<file path="src/rtl/digit_serial_adder_pkg.sv">
// Shared types and constants for the digit-serial adder.
// Optional feature macro: DIGIT_SERIAL_ADDER_OVF_EN.
package digit_serial_adder_pkg;

  localparam int DIGIT = 2;

  typedef enum logic [1:0] {
    ST_IDLE = 2'd0,
    ST_RUN  = 2'd1,
    ST_DONE = 2'd2
  } state_t;

  // Counter width clog2(width/2), kept at least 1 bit for width=2.
  function automatic int cnt_w(input int width);
    return (width / 2 > 1) ? $clog2(width / 2) : 1;
  endfunction

endpackage

</file>
<file path="src/rtl/digit_serial_adder_if.sv">
// Request/result bundle of the digit-serial adder.
// OVF exists only with DIGIT_SERIAL_ADDER_OVF_EN defined.
interface digit_serial_adder_if #(
  parameter int WIDTH = 64
);

  logic             START;
  logic [WIDTH-1:0] A;
  logic [WIDTH-1:0] B;
  logic             CIN;
  logic             BUSY;
  logic             DONE;
  logic [WIDTH-1:0] SUM;
  logic             COUT;
`ifdef DIGIT_SERIAL_ADDER_OVF_EN
  logic             OVF;

  modport master (
    output START, A, B, CIN,
    input  BUSY, DONE, SUM, COUT, OVF
  );

  modport slave (
    input  START, A, B, CIN,
    output BUSY, DONE, SUM, COUT, OVF
  );
`else
  modport master (
    output START, A, B, CIN,
    input  BUSY, DONE, SUM, COUT
  );

  modport slave (
    input  START, A, B, CIN,
    output BUSY, DONE, SUM, COUT
  );
`endif

endinterface

</file>
<file path="src/rtl/slice_adder_2bit.sv">
// Combinational 2-bit + 2-bit + carry-in slice adder.
module slice_adder_2bit (
  input  logic [1:0] a,
  input  logic [1:0] b,
  input  logic       cin,
  output logic [1:0] s,
  output logic       cout
);

  assign {cout, s} = {1'b0, a} + {1'b0, b} + {2'b00, cin};

endmodule

</file>
<file path="src/rtl/digit_serial_adder.sv">
// Two-bit-per-cycle adder reusing one slice adder over WIDTH/2 cycles.
// Optional signed-overflow output via DIGIT_SERIAL_ADDER_OVF_EN.
module digit_serial_adder #(
  parameter int WIDTH = 64,
  parameter int DIGIT = 2
) (
  input  logic               CLK,
  input  logic               RST,
  digit_serial_adder_if.slave bus
);

  import digit_serial_adder_pkg::*;

  localparam int CNT_W = cnt_w(WIDTH);
  localparam logic [CNT_W-1:0] LAST = CNT_W'(WIDTH / 2 - 1);

  if (DIGIT != digit_serial_adder_pkg::DIGIT) begin : g_bad_digit
    $error("digit_serial_adder: DIGIT must be 2");
  end

  if ((WIDTH < 2) || (WIDTH % 2 != 0)) begin : g_bad_width
    $error("digit_serial_adder: WIDTH must be even and >= 2");
  end

  state_t           state;
  state_t           state_nxt;
  logic [CNT_W-1:0] cnt;
  logic [WIDTH-1:0] a_sh;
  logic [WIDTH-1:0] b_sh;
  logic [WIDTH-1:0] sum_q;
  logic [WIDTH-1:0] sum_nxt;
  logic             carry;
  logic             cout_q;
  logic [1:0]       s;
  logic             co;
  logic             last;
  logic             accept;

  assign last   = (cnt == LAST);
  assign accept = (state == ST_IDLE) && bus.START;

  always_ff @(posedge CLK or posedge RST) begin
    if (RST) begin
      state <= ST_IDLE;
    end else begin
      state <= state_nxt;
    end
  end

  always_comb begin
    state_nxt = state;
    unique case (state)
      ST_IDLE: if (bus.START) state_nxt = ST_RUN;
      ST_RUN:  if (last) state_nxt = ST_DONE;
      ST_DONE: state_nxt = ST_IDLE;
      default: state_nxt = ST_IDLE;
    endcase
  end

  assign bus.BUSY = (state == ST_RUN);
  assign bus.DONE = (state == ST_DONE);

  slice_adder_2bit u_slice (
    .a    (a_sh[1:0]),
    .b    (b_sh[1:0]),
    .cin  (carry),
    .s    (s),
    .cout (co)
  );

  // New slice enters at the top; after WIDTH/2 steps it sits in place.
  always_comb begin
    sum_nxt = sum_q >> DIGIT;
    sum_nxt[WIDTH-1 -: 2] = s;
  end

  always_ff @(posedge CLK or posedge RST) begin
    if (RST) begin
      a_sh   <= '0;
      b_sh   <= '0;
      sum_q  <= '0;
      carry  <= 1'b0;
      cout_q <= 1'b0;
      cnt    <= '0;
    end else if (accept) begin
      a_sh  <= bus.A;
      b_sh  <= bus.B;
      carry <= bus.CIN;
      sum_q <= '0;
      cnt   <= '0;
    end else if (state == ST_RUN) begin
      a_sh  <= a_sh >> DIGIT;
      b_sh  <= b_sh >> DIGIT;
      carry <= co;
      sum_q <= sum_nxt;
      cnt   <= cnt + CNT_W'(1);
      if (last) cout_q <= co;
    end
  end

  assign bus.SUM  = sum_q;
  assign bus.COUT = cout_q;

`ifdef DIGIT_SERIAL_ADDER_OVF_EN
  logic a_msb;
  logic b_msb;
  logic ovf_q;

  always_ff @(posedge CLK or posedge RST) begin
    if (RST) begin
      a_msb <= 1'b0;
      b_msb <= 1'b0;
      ovf_q <= 1'b0;
    end else if (accept) begin
      a_msb <= bus.A[WIDTH-1];
      b_msb <= bus.B[WIDTH-1];
    end else if ((state == ST_RUN) && last) begin
      ovf_q <= (a_msb == b_msb) && (s[1] != a_msb);
    end
  end

  assign bus.OVF = ovf_q;
`endif

endmodule

</file>
<file path="src/flat_wrapper.sv">
// flat-port wrapper written by rule: the top's interface ports become plain ports
module digit_serial_adder_flat import digit_serial_adder_pkg::*;
#(
  parameter int WIDTH = 64,
  parameter int DIGIT = 2
)
  (CLK, RST, bus_START, bus_A, bus_B, bus_CIN, bus_BUSY, bus_DONE, bus_SUM, bus_COUT);
  digit_serial_adder_if #(.WIDTH(WIDTH)) bus_i ();
  input  logic CLK;
  input  logic RST;
  input wire logic [$bits(bus_i.START)-1:0] bus_START;
  input wire logic [$bits(bus_i.A)-1:0] bus_A;
  input wire logic [$bits(bus_i.B)-1:0] bus_B;
  input wire logic [$bits(bus_i.CIN)-1:0] bus_CIN;
  output wire logic [$bits(bus_i.BUSY)-1:0] bus_BUSY;
  output wire logic [$bits(bus_i.DONE)-1:0] bus_DONE;
  output wire logic [$bits(bus_i.SUM)-1:0] bus_SUM;
  output wire logic [$bits(bus_i.COUT)-1:0] bus_COUT;
  assign bus_i.START = bus_START;
  assign bus_i.A = bus_A;
  assign bus_i.B = bus_B;
  assign bus_i.CIN = bus_CIN;
  assign bus_BUSY = bus_i.BUSY;
  assign bus_DONE = bus_i.DONE;
  assign bus_SUM = bus_i.SUM;
  assign bus_COUT = bus_i.COUT;
  digit_serial_adder #(.WIDTH(WIDTH), .DIGIT(DIGIT)) u_core (.CLK(CLK), .RST(RST), .bus(bus_i));
endmodule
</file>
<file path="config.mk">
export PLATFORM = sky130hd
export DESIGN_NAME = digit_serial_adder_flat
export DESIGN_NICKNAME = d
export VERILOG_FILES = /design/src/rtl/digit_serial_adder_pkg.sv /design/src/rtl/digit_serial_adder_if.sv /design/src/rtl/slice_adder_2bit.sv /design/src/rtl/digit_serial_adder.sv /design/src/flat_wrapper.sv
export SDC_FILE = /design/constraint.sdc
export NUM_CORES = 1
export LEC_CHECK = 0
export ABC_CLOCK_PERIOD_IN_PS = 6820
export BUFFER_PORTS_ARGS = -buffer_cell sky130_fd_sc_hd__buf_2
export CORE_AREA = 2 2 138 140
export CTS_BUF_LIST = sky130_fd_sc_hd__clkbuf_4
export DETAILED_ROUTE_END_ITERATION = 6
export DIE_AREA = 0 0 140 142
export GPL_TIMING_DRIVEN = 1
export PLACE_DENSITY = 0.81
export SKIP_CTS_REPAIR_TIMING = 1
export SYNTH_ARGS = -nofsm -noshare
export SYNTH_HDL_FRONTEND = slang
export SYNTH_SLANG_ARGS = --single-unit
</file>
<file path="constraint.sdc">
create_clock -name CLK -period 6.82 [get_ports CLK]
set_input_delay 1.364 -clock CLK [delete_from_list [all_inputs] [get_ports CLK]]
set_output_delay 1.364 -clock CLK [all_outputs]
set_load 0.01 [all_outputs]
</file>
==> results.sh, run 1 <==
export IMPL_cts_tree="done"
export IMPL_endpoint_kind="output pin"
export IMPL_period_minus_slack_ns=3.769
export IMPL_seqPwrFrac_pct=46.2
export IMPL_synth_top_area_share_pct=54.58
export IMPL_clk_insertion_delay_late_ns=0.65
export IMPL_cp_data_required_time_ns=5.46
export IMPL_critPathArrivalTime_ns=2.40
export IMPL_skew_ns=0.03958
export IMPL_cts_root_buf="clkbuf_4"
export IMPL_start_util_pct=49.93
export IMPL_vias=7822
export IMPL_nNetsFinal=1205
export IMPL_grt_overflow=0
export IMPL_grt_pass1_wl_um=37330
export IMPL_post_route_period_util_pct=55.26
export IMPL_synthToLayoutAreaGrowth_pct=17.84
export IMPL_syn_area_per_cell_um2=10.34
export IMPL_vdd_ir_drop_max_uv=206.9
export IMPL_path_max_fanout=60
export IMPL_fillers=1576
export IMPL_status="finished, violations left"
export IMPL_synth_area_leaders="dfrtp_1 (55%), a22oi_1 (9.9%), nor2b_1 (8.5%)"
export IMPL_post_drt_wl_per_cell_um=17.24
export IMPL_failed_checks="design-rule violations"
export IMPL_fin_hold_ws_ns=0.4842
export IMPL_pwr_share_comb_pct=32.6
export IMPL_maxSlewHeadroom_pct=24.40
export IMPL_boundaryPins=199
export IMPL_rsz0062_at_grt="no"
export IMPL_tightest_slew_ns=1.134
export IMPL_gp_congestion=0.7529
export IMPL_final_cell_mix="dfrtp_1 (199), buf_2 (197), nor2b_1 (124), a21oi_1 (124), a22oi_1 (122)"
export IMPL_clock_sinks=201
export IMPL_die_w_um=140
export IMPL_synth_top_cell_by_area="dfrtp_1"
export IMPL_first_global_vias=7438
export IMPL_power_total_w=0.004552
export IMPL_grt_total_usage_pct=22.76
export IMPL_synthArstFlopShare_pct=100.0
export IMPL_p_per_area_nw_per_um2=419.2
export IMPL_hold_viol_final=0
export IMPL_dr_first_iter_drc_count=735
export IMPL_synth_edff_count=0
export IMPL_final_common_cell="dfrtp_1"
export IMPL_fmax_mhz=265.3
export IMPL_dpl_hpwl_um=13670
export IMPL_power_frac_clock_pct=21.2
export IMPL_drtAntennaViolNets=0
export IMPL_row_count=50
export IMPL_maxSlewViolCount=0
export IMPL_synth_main_ff_cell="dfrtp_1"
export IMPL_synth_fp_nets=1027
export IMPL_crit_path_start_kind="register"
export IMPL_antenna_found_initial=7
export IMPL_drt_pass1_iterations=7
export IMPL_placedCellCount=1247
export IMPL_ctsLongestPathBuffers=3
export IMPL_max_cap_violations=0
export IMPL_via_per_inst=5.837
export IMPL_clkTransAtPathRegs_ns=0.07
export IMPL_io_buffers=198
export IMPL_netlist_area_um2=9215
export IMPL_setup_violations=0
export IMPL_synthDistinctLibCells=27
export IMPL_dieArea_um2=19880
export IMPL_p_switching_w=0.001688
export IMPL_synth_seq_cells=201
export IMPL_leakage_nw=5.139
export IMPL_cts_buffers_inserted=54
export IMPL_remaining_drc_errors=34
export IMPL_core_um2=18460
export IMPL_fin_cells=1340
export IMPL_p_int_w=0.002864
export IMPL_finalSetupTns_ns=0
export IMPL_swShare_pct=37.09
export IMPL_drt_total_wl_um=23110
export IMPL_critical_path_class="register to output pin"
export IMPL_die_height_um=142
export IMPL_netlist_instances=891
export IMPL_fin_util_pct=58.84
export IMPL_hp_class="register to register"
export IMPL_synth_seq_area_share_pct=54.58
export IMPL_drive_above_1_share_pct=26.27
export IMPL_grt_max_degree=202
export IMPL_synth_warnings=0
export IMPL_cts_htree_levels=2
## cells in the mapped netlist (4+ instances only)
cell type and n:
nor2b_1 125, o21ai_1 50, clkbuf_1 45, a21oi_1 124
nand2_1 10, inv_1 6, a22o_1 67, buf_1 4
buf_4 4, o21ai_0 79, a22oi_1 122, dfrtp_1 201
buf_2 32
## worst paths after layout
check	cells past startpoint	slack, ns	to	startpoint
min	2	0.48	u_core.b_sh[58]	u_core.b_sh[58]
min reg2reg	2	0.48	u_core.b_sh[58]	u_core.b_sh[58]
max in group asynchronous	3	4.82	u_core.state[1]	RST
min in group asynchronous	3	1.00	u_core.bus.SUM[44]	RST
max reg2reg	5	4.18	u_core.b_sh[55]	u_core.state[0]
max	3	3.05	bus_BUSY	u_core.state[0]
## worst max-delay path: stages, from the launching register on
cell and delay [ns]:
dfrtp_4 0.80, nand2b_1 0.28, inv_6 0.43, buf_2 0.23
## power by group through the flow
stage                     clock network (W)  registers (W)  logic (W)
after floorplan                           0        0.00205    0.00107
after global placement                    0        0.00209    0.00144
after detailed placement                  0        0.00211    0.00149
after CTS                          0.000996        0.00210    0.00150
after global routing                0.00106        0.00217    0.00167
final                              0.000966        0.00210    0.00148
## cell families (layout without fill, tap and decap cells)
| family | count (synthesis) | in the layout | synth area share (%) |
|---|---|---|---|
| AO/OA/AOI/OAI | 447 | 447 | 30.52 |
| adder cells (fa/ha/maj) | 4 | 4 | 0.7060 |
| buffers and inverters | 92 | 301 | 4.345 |
| flip-flops | 201 | 201 | 54.58 |
| multiplexers | 2 | 2 | 0.2308 |
| other | 0 | 6 | 0 |
| AND/OR/NAND/NOR | 145 | 145 | 9.613 |
## stage by stage
step           setup WS (ns)  instance area (um2)
2_1_floorplan          2.854                 9219
3_3_place_gp           3.731                10240
3_5_place_dp           3.651                10240
4_1_cts                2.996                10840
5_1_grt                2.890                10850
6_report               3.051                10860
## state kept, by name, indices dropped and copies added (netlist names)
| register | flops |
|---|---|
| u_core.a_sh | 64 |
| u_core.b_sh | 64 |
| u_core.bus.SUM | 64 |
| u_core.cnt | 5 |
| u_core.state | 2 |
| u_core.bus.COUT | 1 |
| u_core.carry | 1 |
## metal layers
| metal | part of all wire, % | global-route usage [%] | vias to the layer above |
|---|---|---|---|
| li1 | - | - | 3664 |
| met1 | 43 | 32.45 | 3834 |
| met2 | 47 | 34.35 | 281 |
| met3 | 7.0 | 5.249 | 41 |
| met4 | 2.2 | 8.400 | 2 |
| met5 | 0.056 | 0 | - |
## cell type report
| type | count | area, um2 | area share, % |
|---|---|---|---|
| diodes | 6 | 15.01 | 0.1383 |
| clock buffers | 72 | 540.5 | 4.978 |
| clock inverters | 15 | 61.31 | 0.5646 |
| inverters | 7 | 35.03 | 0.3226 |
| multi-input cells | 598 | 3804 | 35.03 |
| flip-flops and latches | 201 | 5037 | 46.39 |
| well taps | 234 | 292.8 | 2.696 |
| repair buffers | 207 | 1074 | 9.886 |
Note: power is estimated with default switching activity, not from simulation.
==> inputs of run 2 (changes only) <==
Settings changed: ABC_AREA from default to 1, ABC_CLOCK_PERIOD_IN_PS 6820 to 3700, CORE_AREA 2 2 138 140 to 2 2 133 135, DIE_AREA 0 0 140 142 to 0 0 135 137, PLACE_DENSITY 0.81 to 0.8.
Clock period 6.82 ns to 3.7 ns, I/O delays scaled along.
==> run 2 against run 1 <==
The run now ends clean. Flip-flop and latch count is the same. Via count shrank 5.4%. Worst setup slack got worse by 2.1 ns. Largest cell class unchanged. Worst hold slack got worse by 0.31 ns.
==> results.sh, run 2 <==
export IMPL_clock_sinks=201
export IMPL_io_buffers=198
export IMPL_max_cap_violations=0
export IMPL_vias=7403
export IMPL_first_global_vias=6958
export IMPL_placedCellCount=1324
export IMPL_grt_overflow=0
export IMPL_synthToLayoutAreaGrowth_pct=19.22
export IMPL_crit_slowest_cell="nand2_8"
export IMPL_grt_total_usage_pct=22.42
export IMPL_syn_area_per_cell_um2=8.973
export IMPL_synth_edff_count=0
export IMPL_drt_total_wl_um=20610
export IMPL_cp_data_required_time_ns=2.96
export IMPL_fillers=1535
export IMPL_ctsLongestPathBuffers=3
export IMPL_antenna_found_initial=7
export IMPL_synthArstFlopShare_pct=100.0
export IMPL_row_count=48
export IMPL_final_cell_mix="nand2_1 (273), nand3_1 (259), dfrtp_1 (201)"
export IMPL_cts_buffers_inserted=54
export IMPL_remaining_drc_errors=0
export IMPL_die_w_um=135
export IMPL_gp_congestion=0.7942
export IMPL_cts_tree="done"
export IMPL_period_minus_slack_ns=2.727
export IMPL_critPathArrivalTime_ns=1.99
export IMPL_clk_insertion_delay_late_ns=0.66
export IMPL_synth_top_cell_by_area="dfrtp_1"
export IMPL_rsz0062_at_grt="no"
export IMPL_vdd_ir_drop_max_uv=1013
export IMPL_synth_main_ff_cell="dfrtp_1"
export IMPL_cts_root_buf="clkbuf_4"
export IMPL_r2r_end="u_core.a_sh[49]"
export IMPL_synthDistinctLibCells=20
export IMPL_tightest_slew_ns=0.8380
export IMPL_nNetsFinal=1291
export IMPL_maxSlewHeadroom_pct=44.13
export IMPL_drt_pass1_iterations=5
export IMPL_synth_seq_cells=201
export IMPL_ff_latch_area_um2=5030
export IMPL_boundaryPins=199
export IMPL_synth_most_common_cell="nand2_1"
export IMPL_dpl_hpwl_um=12530
export IMPL_drtAntennaViolNets=0
export IMPL_path_cells="inv_2 -> nand2_8 -> inv_4 -> buf_2"
export IMPL_multi_input_area_um2=2873
export IMPL_synth_fp_nets=1096
export IMPL_grt_max_degree=137
export IMPL_dr_first_iter_drc_count=624
export IMPL_fmax_mhz=366.7
export IMPL_synth_top_area_share_pct=58.39
export IMPL_clkTransAtPathRegs_ns=0.07
export IMPL_p_per_area_nw_per_um2=808.1
export IMPL_endpoint_kind="output pin"
export IMPL_finalSetupTns_ns=0
export IMPL_via_per_inst=5.210
export IMPL_netlist_instances=960
export IMPL_post_route_period_util_pct=73.71
export IMPL_netlist_area_um2=8615
export IMPL_cts_htree_levels=2
export IMPL_dieArea_um2=18500
export IMPL_crit_reg2reg_launch="u_core.state[0]"
export IMPL_hp_class="primary input to async pin"
export IMPL_critical_path_class="register to output pin"
export IMPL_synth_area_leaders="dfrtp_1 (58%), nand3_1 (15%), nand2_1 (12%)"
export IMPL_skew_ns=0.05706
export IMPL_leakage_nw=5.331
export IMPL_cp_slowest_stage_delay_ns=0.46
export IMPL_post_drt_wl_per_cell_um=14.51
export IMPL_crit_path_start_kind="register"
export IMPL_ff2ff_setup_slack_ns=1.57
export IMPL_final_common_cell="nand2_1"
export IMPL_die_height_um=137
export IMPL_fin_cells=1421
export IMPL_start_util_pct=50.51
export IMPL_maxSlewViolCount=0
export IMPL_r2r_cells=4
export IMPL_setup_violations=0
export IMPL_grt_pass1_wl_um=33640
export IMPL_synth_seq_area_share_pct=58.39
export IMPL_hold_viol_final=0
export IMPL_core_um2=17060
export IMPL_synth_warnings=0
export IMPL_drive_above_1_share_pct=25.67
export IMPL_path_max_fanout=136
export IMPL_status="finished clean"
export IMPL_synth_common_cells="nand2_1 (273), nand3_1 (259), dfrtp_1 (201)"
run 2: through the flow:
stage | setup WS (ns) | power, W | util (%) | hold WS, ns | instance area [um2]
floorplan | 0.3577 | 0.005627 | - | 0.4658 | 8618
global placement | 1.591 | 0.006288 | 56.17 | 0.4706 | 9580
detailed placement | 1.557 | 0.006401 | 56.17 | 0.4774 | 9580
CTS | 0.9001 | 0.008384 | 60.15 | 0.1476 | 10260
global route | 0.7796 | 0.008955 | 60.21 | 0.1660 | 10270
finish | 0.9726 | 0.008299 | 60.21 | 0.1740 | 10270
run 2: worst max path at each step:
stage	start	to	slack [ns]	cells past startpoint
after floorplan	RST	u_core.a_sh[0]	0.36	1
after detailed placement	u_core.state[0]	u_core.a_sh[8]	1.56	4
after CTS	u_core.state[1]	bus_BUSY	0.90	4
final	u_core.state[1]	bus_BUSY	0.97	4
after global routing	u_core.state[1]	bus_BUSY	0.78	4
after global placement	u_core.state[0]	u_core.a_sh[39]	1.59	4
run 2: logic make-up after synthesis:
family / synth area share, %
and+or+nand+nor: 27.60
DFF: 58.39
buffers and inverters: 8.424
AOI/OAI and AO/OA: 4.836
adders and majority gates: 0.7552
run 2: routing by layer:
metal	vias up	GRT usage, %	share of wire [%]
met5	-	0	0.19
met4	6	8.275	1.9
met1	3481	30.83	43
met2	274	34.12	48
li1	3607	-	-
met3	35	6.407	7.7
run 2: area by class of cell:
class | count | share of cell area, %
Sequential cell | 201 | 48.98
Multi-Input combinational cell | 615 | 27.97
Timing Repair Buffer | 209 | 10.82
Clock buffer | 86 | 6.287
Inverter | 74 | 2.778
Tap cell | 225 | 2.741
Clock inverter | 7 | 0.3289
Antenna cell | 4 | 0.09747
run 2: worst max-delay path, delay by kind of cell (launching register included):
kind | cells | cell delay [ns]
DFF | 1 | 0.39
and+or+nand+nor | 1 | 0.46
buffers and inverters | 3 | 0.49
run 2: where the power goes:
group | internal [W] | leakage, nW | switching (W) | total, W
sequential | 0.00312 | 2.62 | 0.000496 | 0.00362
combinational | 0.00103 | 2.29 | 0.00172 | 0.00275
clock | 0.00104 | 0.414 | 0.000882 | 0.00193
total | 0.00520 | 5.33 | 0.00310 | 0.00830
==> inputs of run 3 (changes only) <==
Settings changed: ABC_CLOCK_PERIOD_IN_PS 3700 to 2500, CORE_AREA 2 2 133 135 to 2 2 135 137, DIE_AREA 0 0 135 137 to 0 0 137 139, PLACE_DENSITY 0.8 to 0.81.
Clock period 3.7 ns to 2.5 ns, I/O delays scaled along.
==> run 3 against run 2 <==
Die area is 3.0% higher. Sequential share of layout area down 0.089 points. Clock-buffer cell count shrank 12. Clock power increased by 45%. Worst setup slack lost 0.45 ns. Highest routed layer unchanged. Cell count barely moved. Design area increased by 0.18%.
==> results.sh, run 3 (same netlist as run 2, synthesis figures left out) <==
export IMPL_status="finished clean"
export IMPL_fin_util_pct=58.27
export IMPL_antenna_found_initial=4
export IMPL_skew_ns=0.03436
export IMPL_p_int_w=0.007662
export IMPL_final_cell_area_um2=10290
export IMPL_dpl_hpwl_um=12530
export IMPL_hold_viol_final=0
export IMPL_critical_path_class="register to output pin"
export IMPL_ff_latch_area_um2=5030
export IMPL_synthToLayoutAreaGrowth_pct=19.43
export IMPL_vdd_ir_drop_max_uv=843.1
export IMPL_final_cell_mix="nand2_1 (273), nand3_1 (259), dfrtp_1 (201)"
export IMPL_via_per_inst=5.267
export IMPL_drt_total_wl_um=20910
export IMPL_max_cap_violations=0
export IMPL_cts_buffers_inserted=53
export IMPL_gp_congestion=0.7694
export IMPL_cts_root_buf="clkbuf_4"
export IMPL_core_um2=17660
export IMPL_rsz0062_at_grt="no"
export IMPL_die_w_um=137
export IMPL_maxSlewViolCount=0
export IMPL_post_drt_wl_per_cell_um=14.70
export IMPL_first_global_vias=7168
export IMPL_dieArea_um2=19040
export IMPL_critPathArrivalTime_ns=1.48
export IMPL_gr_usage_met1_pct=30.07
export IMPL_p_per_area_nw_per_um2=1195
export IMPL_fin_hold_ws_ns=0.04817
export IMPL_use_met3_pct=5.592
export IMPL_maxSlewHeadroom_pct=47.46
export IMPL_grt_overflow=0
export IMPL_crit_path_start_kind="register"
export IMPL_ctsLongestPathBuffers=3
export IMPL_drtAntennaViolNets=0
export IMPL_boundaryPins=199
export IMPL_start_util_pct=48.79
export IMPL_nNetsFinal=1291
export IMPL_die_height_um=139
export IMPL_clock_sinks=201
export IMPL_busiest_layer="met2"
export IMPL_place_ws_ns=0.8200
export IMPL_seqPwrFrac_pct=43.6
export IMPL_row_count=49
export IMPL_swShare_pct=37.66
export IMPL_dr_first_iter_drc_count=572
export IMPL_power_total_w=0.01229
export IMPL_tightest_slew_ns=0.7880
export IMPL_setup_violations=0
export IMPL_remaining_drc_errors=0
export IMPL_post_route_period_util_pct=79.10
export IMPL_endpoint_kind="output pin"
export IMPL_clk_insertion_delay_late_ns=0.65
export IMPL_p_switching_w=0.004629
export IMPL_cts_htree_levels=2
export IMPL_multi_input_area_um2=2873
export IMPL_cts_tree="done"
export IMPL_grt_total_usage_pct=21.99
export IMPL_period_minus_slack_ns=1.978
export IMPL_leakage_nw=5.313
export IMPL_final_common_cell="nand2_1"
export IMPL_drive_above_1_share_pct=24.71
export IMPL_place_area_um2=9624
export IMPL_vias=7489
export IMPL_io_buffers=198
export IMPL_clkTransAtPathRegs_ns=0.07
export IMPL_fin_ws_ns=0.5225
export IMPL_grt_max_degree=134
export IMPL_pwr_share_comb_pct=33.7
export IMPL_path_max_fanout=4
export IMPL_drt_pass1_iterations=5
export IMPL_grt_pass1_wl_um=34240
export IMPL_hp_class="primary input to register"
export IMPL_power_frac_clock_pct=22.8
export IMPL_fmax_mhz=505.7
export IMPL_gr_usage_met2_pct=32.84
export IMPL_cp_data_required_time_ns=2.00
export IMPL_fillers=1577
==> run 3: changes by cell type in the layout (fill, tap and decap cells not counted), moves of 2 or more <==
cell | before | now
buf_12 | 3 | 6
clkinv_1 | 4 | 13
clkbuf_4 | 86 | 74
buf_4 | 8 | 5
clkinv_2 | 3 | 1
==> run 3: worst paths after layout <==
path                                 start            endpoint  slack [ns]  depth (start not counted)
min                              bus_B[47]     u_core.b_sh[47]        0.05                          3
max reg2reg                   u_core.carry  u_core.bus.SUM[63]        0.81                          6
min in group asynchronous              RST  u_core.bus.SUM[11]        0.30                          3
max                        u_core.state[1]            bus_BUSY        0.52                          4
max in group asynchronous              RST     u_core.b_sh[43]        1.25                          4
min reg2reg                u_core.b_sh[43]     u_core.b_sh[41]        0.47                          2
==> run 3: stage by stage <==
stage | setup TNS, ns | std cells
floorplan | -121.07 | 960
global placement | 0 | 1328
detailed placement | 0 | 1328
CTS | 0 | 1418
global route | 0 | 1422
finish | 0 | 1422
==> run 3: power by group through the flow <==
stage	clock network, W	logic, W	registers [W]
2_1_floorplan	0	0.00287	0.00546
3_3_place_gp	0	0.00401	0.00534
3_5_place_dp	0	0.00418	0.00536
4_1_cts	0.00289	0.00417	0.00534
5_1_grt	0.00306	0.00467	0.00552
6_report	0.00280	0.00414	0.00536
==> run 3: critical path, cell delays in order, from the launching register on <==
cell,delay [ns]
dfrtp_1,0.41
inv_2,0.14
nand2_8,0.08
inv_4,0.07
buf_2,0.13
==> run 3: layer usage <==
layer  up-vias  routed length (um)  share of wire [%]
met5         -                  13              0.062
met4         2                 789                3.8
met3        62                1460                7.0
met2       294                9826                 47
met1      3542                8818                 42
li1       3589                   -                  -
==> run 3: layout make-up <==
type | count | area share (%)
Multi-Input combinational cell | 615 | 27.92
Tap cell | 229 | 2.785
Clock buffer | 74 | 5.400
Clock inverter | 16 | 0.8878
Inverter | 74 | 2.785
Sequential cell | 201 | 48.89
Antenna cell | 3 | 0.07297
Timing Repair Buffer | 210 | 11.26
